## config.mk

```make
export PLATFORM = sky130hd
export DESIGN_NAME = clk_freq_meter_flat
export DESIGN_NICKNAME = d
export VERILOG_FILES = /design/src/rtl/clk_freq_meter_pkg.sv /design/src/rtl/clk_freq_meter_if.sv /design/src/rtl/clk_freq_meter_sync_edge_detect.sv /design/src/rtl/clk_freq_meter.sv /design/src/flat_wrapper.sv
export SDC_FILE = /design/constraint.sdc
export NUM_CORES = 1
export LEC_CHECK = 0
export CORE_MARGIN = 4
export CORE_UTILIZATION = 50
export CTS_CLUSTER_DIAMETER = 100
export DETAILED_ROUTE_END_ITERATION = 10
export GPL_TIMING_DRIVEN = 0
export PLACE_DENSITY = 0.75
export SLEW_MARGIN = 10
export SYNTH_ARGS = -nofsm -noshare
export SYNTH_HDL_FRONTEND = slang
export SYNTH_SLANG_ARGS = --single-unit
```

## constraint.sdc

```tcl
create_clock -name clk -period 2.8 [get_ports clk]
set_input_delay 0.42 -clock clk [delete_from_list [all_inputs] [get_ports clk]]
set_output_delay 0.42 -clock clk [all_outputs]
set_load 0.01 [all_outputs]
```

## src/rtl/clk_freq_meter_pkg.sv

```systemverilog
// Shared state encoding and helpers for the clock frequency meter.
package freq_meter_pkg;

  typedef enum logic [1:0] {
    SETTLE = 2'd0,
    IDLE   = 2'd1,
    GATE   = 2'd2,
    DONE   = 2'd3
  } fm_state_t;

  localparam int GATE_CYCLES_DEFAULT = 30000;

  // Gate counter must hold the values 0..GATE_CYCLES.
  function automatic int gate_cnt_width(input int gate_cycles);
    return $clog2(gate_cycles + 1);
  endfunction

  localparam int GATE_CNT_W_DEFAULT = gate_cnt_width(GATE_CYCLES_DEFAULT);

  function automatic logic in_window(input int unsigned value,
                                     input int unsigned lo,
                                     input int unsigned hi);
    return (value >= lo) && (value <= hi);
  endfunction

endpackage

```

## src/rtl/clk_freq_meter_if.sv

```systemverilog
// Request/result bundle between the frequency meter and its user.
interface clk_freq_meter_if #(
  parameter int COUNT_W = 16
);
  logic               meas_in;
  logic               start;
  logic               busy;
  logic [COUNT_W-1:0] count;
  logic               overflow;
  logic               in_range;
  logic               valid;

  modport master (
    output meas_in,
    output start,
    input  busy,
    input  count,
    input  overflow,
    input  in_range,
    input  valid
  );

  modport slave (
    input  meas_in,
    input  start,
    output busy,
    output count,
    output overflow,
    output in_range,
    output valid
  );
endinterface

```

## src/rtl/clk_freq_meter_sync_edge_detect.sv

```systemverilog
// Multi-stage synchronizer for an asynchronous clock plus rising-edge detector.
module sync_edge_detect
  import freq_meter_pkg::*;
#(
  parameter int SYNC_STAGES = 2
) (
  input  logic clk,
  input  logic rst,
  input  logic async_in,
  output logic level,
  output logic rise
);

  logic [SYNC_STAGES-1:0] sync_q;
  logic [SYNC_STAGES-1:0] sync_d;
  logic                   prev_q;

  always_comb begin
    sync_d = {sync_q[SYNC_STAGES-2:0], async_in};
  end

  always_ff @(posedge clk or posedge rst) begin
    if (rst) begin
      sync_q <= '0;
      prev_q <= 1'b0;
    end else begin
      sync_q <= sync_d;
      prev_q <= sync_q[SYNC_STAGES-1];
    end
  end

  assign level = sync_q[SYNC_STAGES-1];
  assign rise  = sync_q[SYNC_STAGES-1] & ~prev_q;

endmodule

```

## src/rtl/clk_freq_meter.sv

```systemverilog
// Gated edge counter that measures meas_in against clk and judges the result.
// Optional feature macro: FREQ_METER_CONTINUOUS_EN (back-to-back gates after one start).
module clk_freq_meter
  import freq_meter_pkg::*;
#(
  parameter int GATE_CYCLES = 30000,
  parameter int COUNT_W     = 16,
  parameter int EXP_MIN     = 990,
  parameter int EXP_MAX     = 1010,
  parameter int SYNC_STAGES = 2
) (
  input logic             clk,
  input logic             rst,
  clk_freq_meter_if.slave fm
);

  localparam int GATE_CNT_W   = gate_cnt_width(GATE_CYCLES);
  localparam int SETTLE_CNT_W = $clog2(SYNC_STAGES + 1);
  localparam logic [GATE_CNT_W-1:0]   GATE_LAST   = GATE_CNT_W'(GATE_CYCLES - 1);
  localparam logic [SETTLE_CNT_W-1:0] SETTLE_LAST = SETTLE_CNT_W'(SYNC_STAGES);
  localparam logic [COUNT_W-1:0]      COUNT_MAX   = '1;

  if (EXP_MIN > EXP_MAX) begin : g_bad_range
    $error("clk_freq_meter: EXP_MIN must not exceed EXP_MAX");
  end
  if (GATE_CYCLES < 2) begin : g_bad_gate
    $error("clk_freq_meter: GATE_CYCLES must be at least 2");
  end
  if (SYNC_STAGES < 2) begin : g_bad_sync
    $error("clk_freq_meter: SYNC_STAGES must be at least 2");
  end

  fm_state_t                state_q;
  fm_state_t                state_d;
  logic [SETTLE_CNT_W-1:0]  settle_q;
  logic [SETTLE_CNT_W-1:0]  settle_d;
  logic [GATE_CNT_W-1:0]    gate_q;
  logic [GATE_CNT_W-1:0]    gate_d;
  logic [COUNT_W-1:0]       edges_q;
  logic [COUNT_W-1:0]       edges_d;
  logic [COUNT_W-1:0]       edges_inc_s;
  logic                     ovf_q;
  logic                     ovf_d;
  logic                     ovf_inc_s;
  logic [COUNT_W-1:0]       count_q;
  logic [COUNT_W-1:0]       count_d;
  logic                     overflow_q;
  logic                     overflow_d;
  logic                     in_range_q;
  logic                     in_range_d;
  logic                     valid_q;
  logic                     valid_d;
  logic                     rise_s;
  logic                     busy_s;

  sync_edge_detect #(
    .SYNC_STAGES (SYNC_STAGES)
  ) u_sync (
    .clk      (clk),
    .rst      (rst),
    .async_in (fm.meas_in),
    .level    (),
    .rise     (rise_s)
  );

  always_ff @(posedge clk or posedge rst) begin
    if (rst) begin
      state_q <= SETTLE;
    end else begin
      state_q <= state_d;
    end
  end

  always_comb begin
    state_d = state_q;
    case (state_q)
      SETTLE: begin
        if (settle_q == SETTLE_LAST) begin
          state_d = IDLE;
        end else begin
          state_d = SETTLE;
        end
      end
      IDLE: begin
        if (fm.start) begin
          state_d = GATE;
        end else begin
          state_d = IDLE;
        end
      end
      GATE: begin
        if (gate_q == GATE_LAST) begin
          state_d = DONE;
        end else begin
          state_d = GATE;
        end
      end
      DONE: begin
`ifdef FREQ_METER_CONTINUOUS_EN
        state_d = GATE;
`else
        state_d = IDLE;
`endif
      end
      default: begin
        state_d = SETTLE;
      end
    endcase
  end

  always_comb begin
    busy_s = 1'b1;
    case (state_q)
      IDLE:    busy_s = 1'b0;
      default: busy_s = 1'b1;
    endcase
  end

  // An edge arriving at full scale leaves the count pinned and flags overflow.
  always_comb begin
    edges_inc_s = edges_q;
    ovf_inc_s   = ovf_q;
    if (rise_s) begin
      if (edges_q == COUNT_MAX) begin
        ovf_inc_s = 1'b1;
      end else begin
        edges_inc_s = edges_q + COUNT_W'(1);
      end
    end else begin
      edges_inc_s = edges_q;
    end
  end

  always_comb begin
    settle_d   = settle_q;
    gate_d     = gate_q;
    edges_d    = edges_q;
    ovf_d      = ovf_q;
    count_d    = count_q;
    overflow_d = overflow_q;
    in_range_d = in_range_q;
    valid_d    = 1'b0;
    case (state_q)
      SETTLE: begin
        if (settle_q != SETTLE_LAST) begin
          settle_d = settle_q + SETTLE_CNT_W'(1);
        end else begin
          settle_d = settle_q;
        end
      end
      IDLE: begin
        if (fm.start) begin
          gate_d  = '0;
          edges_d = '0;
          ovf_d   = 1'b0;
        end else begin
          gate_d  = gate_q;
        end
      end
      GATE: begin
        gate_d  = gate_q + GATE_CNT_W'(1);
        edges_d = edges_inc_s;
        ovf_d   = ovf_inc_s;
        // The final gate cycle's edge goes straight into the published result.
        if (gate_q == GATE_LAST) begin
          count_d    = edges_inc_s;
          overflow_d = ovf_inc_s;
          in_range_d = ~ovf_inc_s & in_window(32'(edges_inc_s), 32'(EXP_MIN), 32'(EXP_MAX));
          valid_d    = 1'b1;
        end else begin
          valid_d    = 1'b0;
        end
      end
      DONE: begin
        gate_d  = '0;
        edges_d = '0;
        ovf_d   = 1'b0;
      end
      default: begin
        settle_d = '0;
      end
    endcase
  end

  always_ff @(posedge clk or posedge rst) begin
    if (rst) begin
      settle_q   <= '0;
      gate_q     <= '0;
      edges_q    <= '0;
      ovf_q      <= 1'b0;
      count_q    <= '0;
      overflow_q <= 1'b0;
      in_range_q <= 1'b0;
      valid_q    <= 1'b0;
    end else begin
      settle_q   <= settle_d;
      gate_q     <= gate_d;
      edges_q    <= edges_d;
      ovf_q      <= ovf_d;
      count_q    <= count_d;
      overflow_q <= overflow_d;
      in_range_q <= in_range_d;
      valid_q    <= valid_d;
    end
  end

  assign fm.busy     = busy_s;
  assign fm.count    = count_q;
  assign fm.overflow = overflow_q;
  assign fm.in_range = in_range_q;
  assign fm.valid    = valid_q;

endmodule

```

## src/flat_wrapper.sv

```systemverilog
// flat-port wrapper written by rule: the top's interface ports become plain ports
module clk_freq_meter_flat import freq_meter_pkg::*;
#(
  parameter int GATE_CYCLES = 30000,
  parameter int COUNT_W     = 16,
  parameter int EXP_MIN     = 990,
  parameter int EXP_MAX     = 1010,
  parameter int SYNC_STAGES = 2
)
  (clk, rst, fm_meas_in, fm_start, fm_busy, fm_count, fm_overflow, fm_in_range, fm_valid);
  clk_freq_meter_if #(.COUNT_W(COUNT_W)) fm_i ();
  input logic clk;
  input logic rst;
  input wire logic [$bits(fm_i.meas_in)-1:0] fm_meas_in;
  input wire logic [$bits(fm_i.start)-1:0] fm_start;
  output wire logic [$bits(fm_i.busy)-1:0] fm_busy;
  output wire logic [$bits(fm_i.count)-1:0] fm_count;
  output wire logic [$bits(fm_i.overflow)-1:0] fm_overflow;
  output wire logic [$bits(fm_i.in_range)-1:0] fm_in_range;
  output wire logic [$bits(fm_i.valid)-1:0] fm_valid;
  assign fm_i.meas_in = fm_meas_in;
  assign fm_i.start = fm_start;
  assign fm_busy = fm_i.busy;
  assign fm_count = fm_i.count;
  assign fm_overflow = fm_i.overflow;
  assign fm_in_range = fm_i.in_range;
  assign fm_valid = fm_i.valid;
  clk_freq_meter #(.GATE_CYCLES(GATE_CYCLES), .COUNT_W(COUNT_W), .EXP_MIN(EXP_MIN), .EXP_MAX(EXP_MAX), .SYNC_STAGES(SYNC_STAGES)) u_core (.clk(clk), .rst(rst), .fm(fm_i));
endmodule
```

# After elaboration in Yosys (flattened, before gate mapping)
# Cells that the tools add are included.
# classes
add_sub_neg	3
n_mul	0
n_div	0
magnitude_cmp	2
eq_ne	8
shift	0
muxes	17
n_bitwise	4
n_reduce_logical	6
# ops
op	n
$mux 16	3
$pmux 16 s3	1
$pmux 15 s3	1
$add 16x1->16 const B	1
$eq 16x16->1 const B	1
$ge 16x10->1 const B	1
$le 16x10->1 const B	1
$add 15x1->15 const B	1
$eq 15x15->1 const B	1
$mux 15	1
$mux 1	8
$pmux 2 s4	1
$eq 2x2->1 const B	3
$reduce_and 2->1	3
$ne 2x2->1 const B	2
$pmux 1 s3	1
$reduce_bool 3->1	1
$add 2x1->2 const B	1
$and 1x1->1	2
$eq 2x1->1 const B	1
$logic_not 2->1	1
$mux 2	1
$not 1->1	2
$logic_and 1x1->1	1
# word_totals
regBits	58
latch_bits	0
ram_bits	0
romBits	0
inputBits	4
out_inout_bits	20
elab_cells	51
mem_count	0

# Logic depth before layout (Yosys ltp)
# depth
depth_word	6
depth_mapped	8
depth_no_buf	8

# By module
# Synthesis repeated with hierarchy kept, for this count alone.
# unflattened
hier_cells	330
hier_area_um2	3138.0
# by_module_without_submodules
mod	n_inst	cells_each	area_each_um2	seq_area_each_um2
clk_freq_meter	1	325	3045.4	1376.3
sync_edge_detect	1	5	92.6	75.1

# Worst setup path after synthesis
# Ideal clock, no wire load.
# synth_timing
path_type	register -> register
from	register u_core.edges_q[0]
to	register u_core.in_range_q (netlist: u_core.fm.in_range)
setup_ps	76
t_arrival_ps	1949
required_time_ps	2724
setup_slack_ps	775
path_stages_with_launch	9
path_buffers	0
period_less_slack_ps	2025
path_cell_list	dfrtp_1 > ha_1 > and3b_1 > nand2_1 > nor4_1 > mux2i_1 > and4_1 > nand4_1 > o21ai_1
# synth_between
elab_chain_len	6
word_cells_on_any_way	11
cone_classes	add/sub (1); order compare (2); eq/ne (1); mux (4); bitwise (2); reduce/logical (1)
# synth_lines
element	line_no	text
start, declared	clk_freq_meter.sv:39	logic [COUNT_W-1:0] edges_q;
start signal, assigned	clk_freq_meter.sv:198	edges_q <= edges_d;
$add 16x1->16 or $eq 16x16->1 (tied branches)	clk_freq_meter.sv:127, clk_freq_meter.sv:124	
$mux 16	clk_freq_meter.sv:124	if (edges_q == COUNT_MAX) begin
$mux 16	clk_freq_meter.sv:123	if (rise_s) begin
$ge 16x10->1 or $le 16x10->1 (tied branches)	clk_freq_meter_pkg.sv:23	return (value >= lo) && (value <= hi);
$logic_and 1x1->1	clk_freq_meter_pkg.sv:23	
$and 1x1->1 *	clk_freq_meter.sv:168	in_range_d = ~ovf_inc_s & in_window(32'(edges_inc_s), 32'(EXP_MIN), 32'(EXP_MAX));
end signal, assigned	clk_freq_meter.sv:202	in_range_q <= in_range_d;
end, declared	clk_freq_meter.sv:49	logic in_range_q;
# Mark *: on every way between the ends. The rest lies on a longest branch, timed or not.
# A chain may end at the register's enable or synchronous reset.

# Final worst setup path
# Same ends and word-level chain as after synthesis.

==> results.sh <==
export IMPL_outcome="finished, final reports clean"
export IMPL_cts_clk_slew_worst_paths_ps=60
export IMPL_wl_per_cell_um=15.3
export IMPL_drive_gt1_share_pct=8.73
export IMPL_worstRegToRegCells=8
export IMPL_io_pin_count=24
export IMPL_skew_ps=8.54
export IMPL_hp_class="register to register"
export IMPL_cts_resized_gates=0
export IMPL_p_sw_share_pct=30.6
export IMPL_die_area_mm2=0.00735
export IMPL_cts_sinks=58
export IMPL_grt_usage_pct=20.9
export IMPL_rsz0062_at_grt="no"
export IMPL_min_delay_path_depth=0
export IMPL_rows=28
export IMPL_crit_arrival_ps=2840
export IMPL_endpoint_kind="register"
export IMPL_max_freq_mhz=389
export IMPL_ys_seq_elements=58
export IMPL_cts_root_buf="clkbuf_8"
export IMPL_drc=0
export IMPL_start_kind="register"
export IMPL_cts_tree="yes"
export IMPL_finalCritPeriodShare_pct=91.9
export IMPL_die_y_um=85.7
export IMPL_cap_violations=0
export IMPL_dp_hpwl_um=4900
export IMPL_synth_edf_count=0
export IMPL_die_w_um=85.7
export IMPL_grt_ovfl_total=0
export IMPL_irDropWorstVdd_v=0.000418
export IMPL_clkPwrFrac_pct=37.8
export IMPL_finalMaxSlewViolations=0
export IMPL_placed_cell_area_mm2=0.00337
export IMPL_drt_pass1_iterations=5
export IMPL_power_frac_seq_pct=41.2
export IMPL_start_util_pct=51.3
export IMPL_fillers=512
export IMPL_ys_seq_area_share_pct=48.0
export IMPL_grt_pass1_vias=2510
export IMPL_cp_data_required_time_ps=3070
export IMPL_ys_flop_type="dfrtp_1"
export IMPL_combinationalPowerShare_pct=21.0
export IMPL_num_vias=2623
export IMPL_cts_htree_levels=3
export IMPL_drt_initial_drc_count=289
export IMPL_synth_distinct_cells=46
export IMPL_finalInstanceArea_mm2=0.00359
export IMPL_syn_cell_area_mm2=0.00302
export IMPL_yosys_warnings=0
export IMPL_final_common_cell="o21ai_0"
export IMPL_async_reset_ff_share_pct=100
export IMPL_power_density_mw_per_mm2=643
export IMPL_clk_latency_ps=340
export IMPL_postRouteAntennaNets=0
export IMPL_relSlewSlack_pct=59.3
export IMPL_routed_via_density=5.79
export IMPL_power_leakage_nw=1.50
export IMPL_areaGrowthSynthToFinish_pct=19.0
export IMPL_finalWirelength_um=6940
export IMPL_grt_max_degree=37
export IMPL_synth_nets=345
export IMPL_diodes=0
export IMPL_switching_power_w=0.000708
export IMPL_final_setup_viol_count=0
export IMPL_crit_type="register to register"
export IMPL_period_needed_ps=2570
export IMPL_avgSynthCellArea_um2=8.94
export IMPL_coreArea_mm2=0.00589
export IMPL_ctsHoldBuffers=0
export IMPL_intPower_w=0.00161
export IMPL_antenna_found_initial=0
export IMPL_nNetsFinal=380
export IMPL_cts_buffer_depth=2
export IMPL_path_max_fanout=7
export IMPL_placement_io_buffers=23
export IMPL_holdWs_ps=347
export IMPL_syn_inst=338
export IMPL_cts_buffers=9
export IMPL_final_cell_mix="o21ai_0 (62), dfrtp_1 (58), nand2_1 (54)"
export IMPL_grt_pass1_wl_um=12000
export IMPL_cts_setup_buffers=0
export IMPL_worst_slew_pin_slew_ps=604
export IMPL_hold_viol_final=0
export IMPL_gp_congestion=0.950
## Yosys cell counts, types with 4 or more instances
master / number / area [um^2]
clkbuf_1: 12 / 45.0
nand4_1: 6 / 37.5
o21ai_0: 62 / 310
nor4_1: 6 / 37.5
xnor2_1: 9 / 78.8
a21oi_1: 15 / 75.1
dfrtp_1: 58 / 1450
and3_1: 4 / 25.0
nand2b_1: 4 / 25.0
nand3_1: 14 / 70.1
xor2_1: 7 / 61.3
nor2_1: 21 / 78.8
nor3_1: 4 / 20.0
a31oi_1: 5 / 31.3
nand2_1: 54 / 203
inv_1: 10 / 37.5
## power by group through the flow
stage          sequential [W]  clock [W]  combinational [W]
3_5_place_dp         0.000966          0           0.000488
4_1_cts              0.000952   0.000902           0.000489
6_report             0.000952   0.000875           0.000486
5_1_grt              0.000961   0.000942           0.000561
3_3_place_gp         0.000962          0           0.000474
2_1_floorplan        0.000951          0           0.000348
## path summary, 6_finish.rpt
kind	from	end	slack, ps
max in group asynchronous	rst	u_core.fm.count[6]	1810
setup / recovery	u_core.edges_q[0]	u_core.fm.in_range	230
hold / removal	u_core.u_sync.sync_q[0]	u_core.u_sync.sync_q[1]	350
min in group asynchronous	rst	u_core.settle_q[1]	420
hold reg to reg	u_core.u_sync.sync_q[0]	u_core.u_sync.sync_q[1]	350
setup reg to reg	u_core.edges_q[0]	u_core.fm.in_range	230
## routing by layer
layer | track usage, % | wire length, um | vias to the layer above
met5 | 0 | 0 | -
met2 | 31.8 | 3160 | 89
met1 | 28.7 | 3270 | 1247
li1 | - | - | 1275
met3 | 4.42 | 369 | 12
met4 | 9.50 | 138 | 0
## through the flow
step / worst slack [ps] / setup TNS [ps] / util [%] / power (W) / std cells
after floorplan: 775 / 0 / - / 0.00130 / 338
after global placement: -90.9 / -5100 / 56.8 / 0.00144 / 436
after detailed placement: 334 / 0 / 57.2 / 0.00145 / 437
after CTS: 296 / 0 / 61.1 / 0.00234 / 453
after global routing: 131 / 0 / 61.1 / 0.00246 / 453
final: 228 / 0 / 61.1 / 0.00231 / 453
## cell families (layout without fill, tap and decap cells)
logic type / Yosys count / count (layout) / share of synthesized area [%]
simple gates: 136 / 136 / 23.9
buf+inv: 26 / 66 / 3.56
mux: 4 / 4 / 1.37
compound gates: 95 / 95 / 17.3
fa+ha+maj: 3 / 3 / 1.24
flops: 58 / 58 / 48.0
xor+xnor: 16 / 16 / 4.64
## worst max-delay path, stage by stage (launching register included)
cell and delay (ps):
dfrtp_1 470, ha_1 310, and3b_1 290, nand2_1 150, nor4_1 450, mux2i_1 350
and4_1 260, nand4_1 110, o21ai_1 130
## cell type report
type                    count  area [um^2]  area share (%)
clock buffers              12          155            4.32
flip-flops and latches     58         1450            40.4
plain buffers              16         70.1            1.95
inverters                  10         37.5            1.04
well taps                  75         93.8            2.61
repair buffers             24          250            6.96
clock inverters             4         73.8            2.05
multi-input cells         254         1460            40.7
## sequential cells by signal (all words and copies together) (netlist names), 2 cells and up, named ones only
name	cells
u_core.edges_q	16
u_core.fm.count	16
u_core.gate_q	15
u_core.settle_q	2
u_core.u_sync.sync_q	2
No activity file was read; power rests on OpenSTA's default activity.
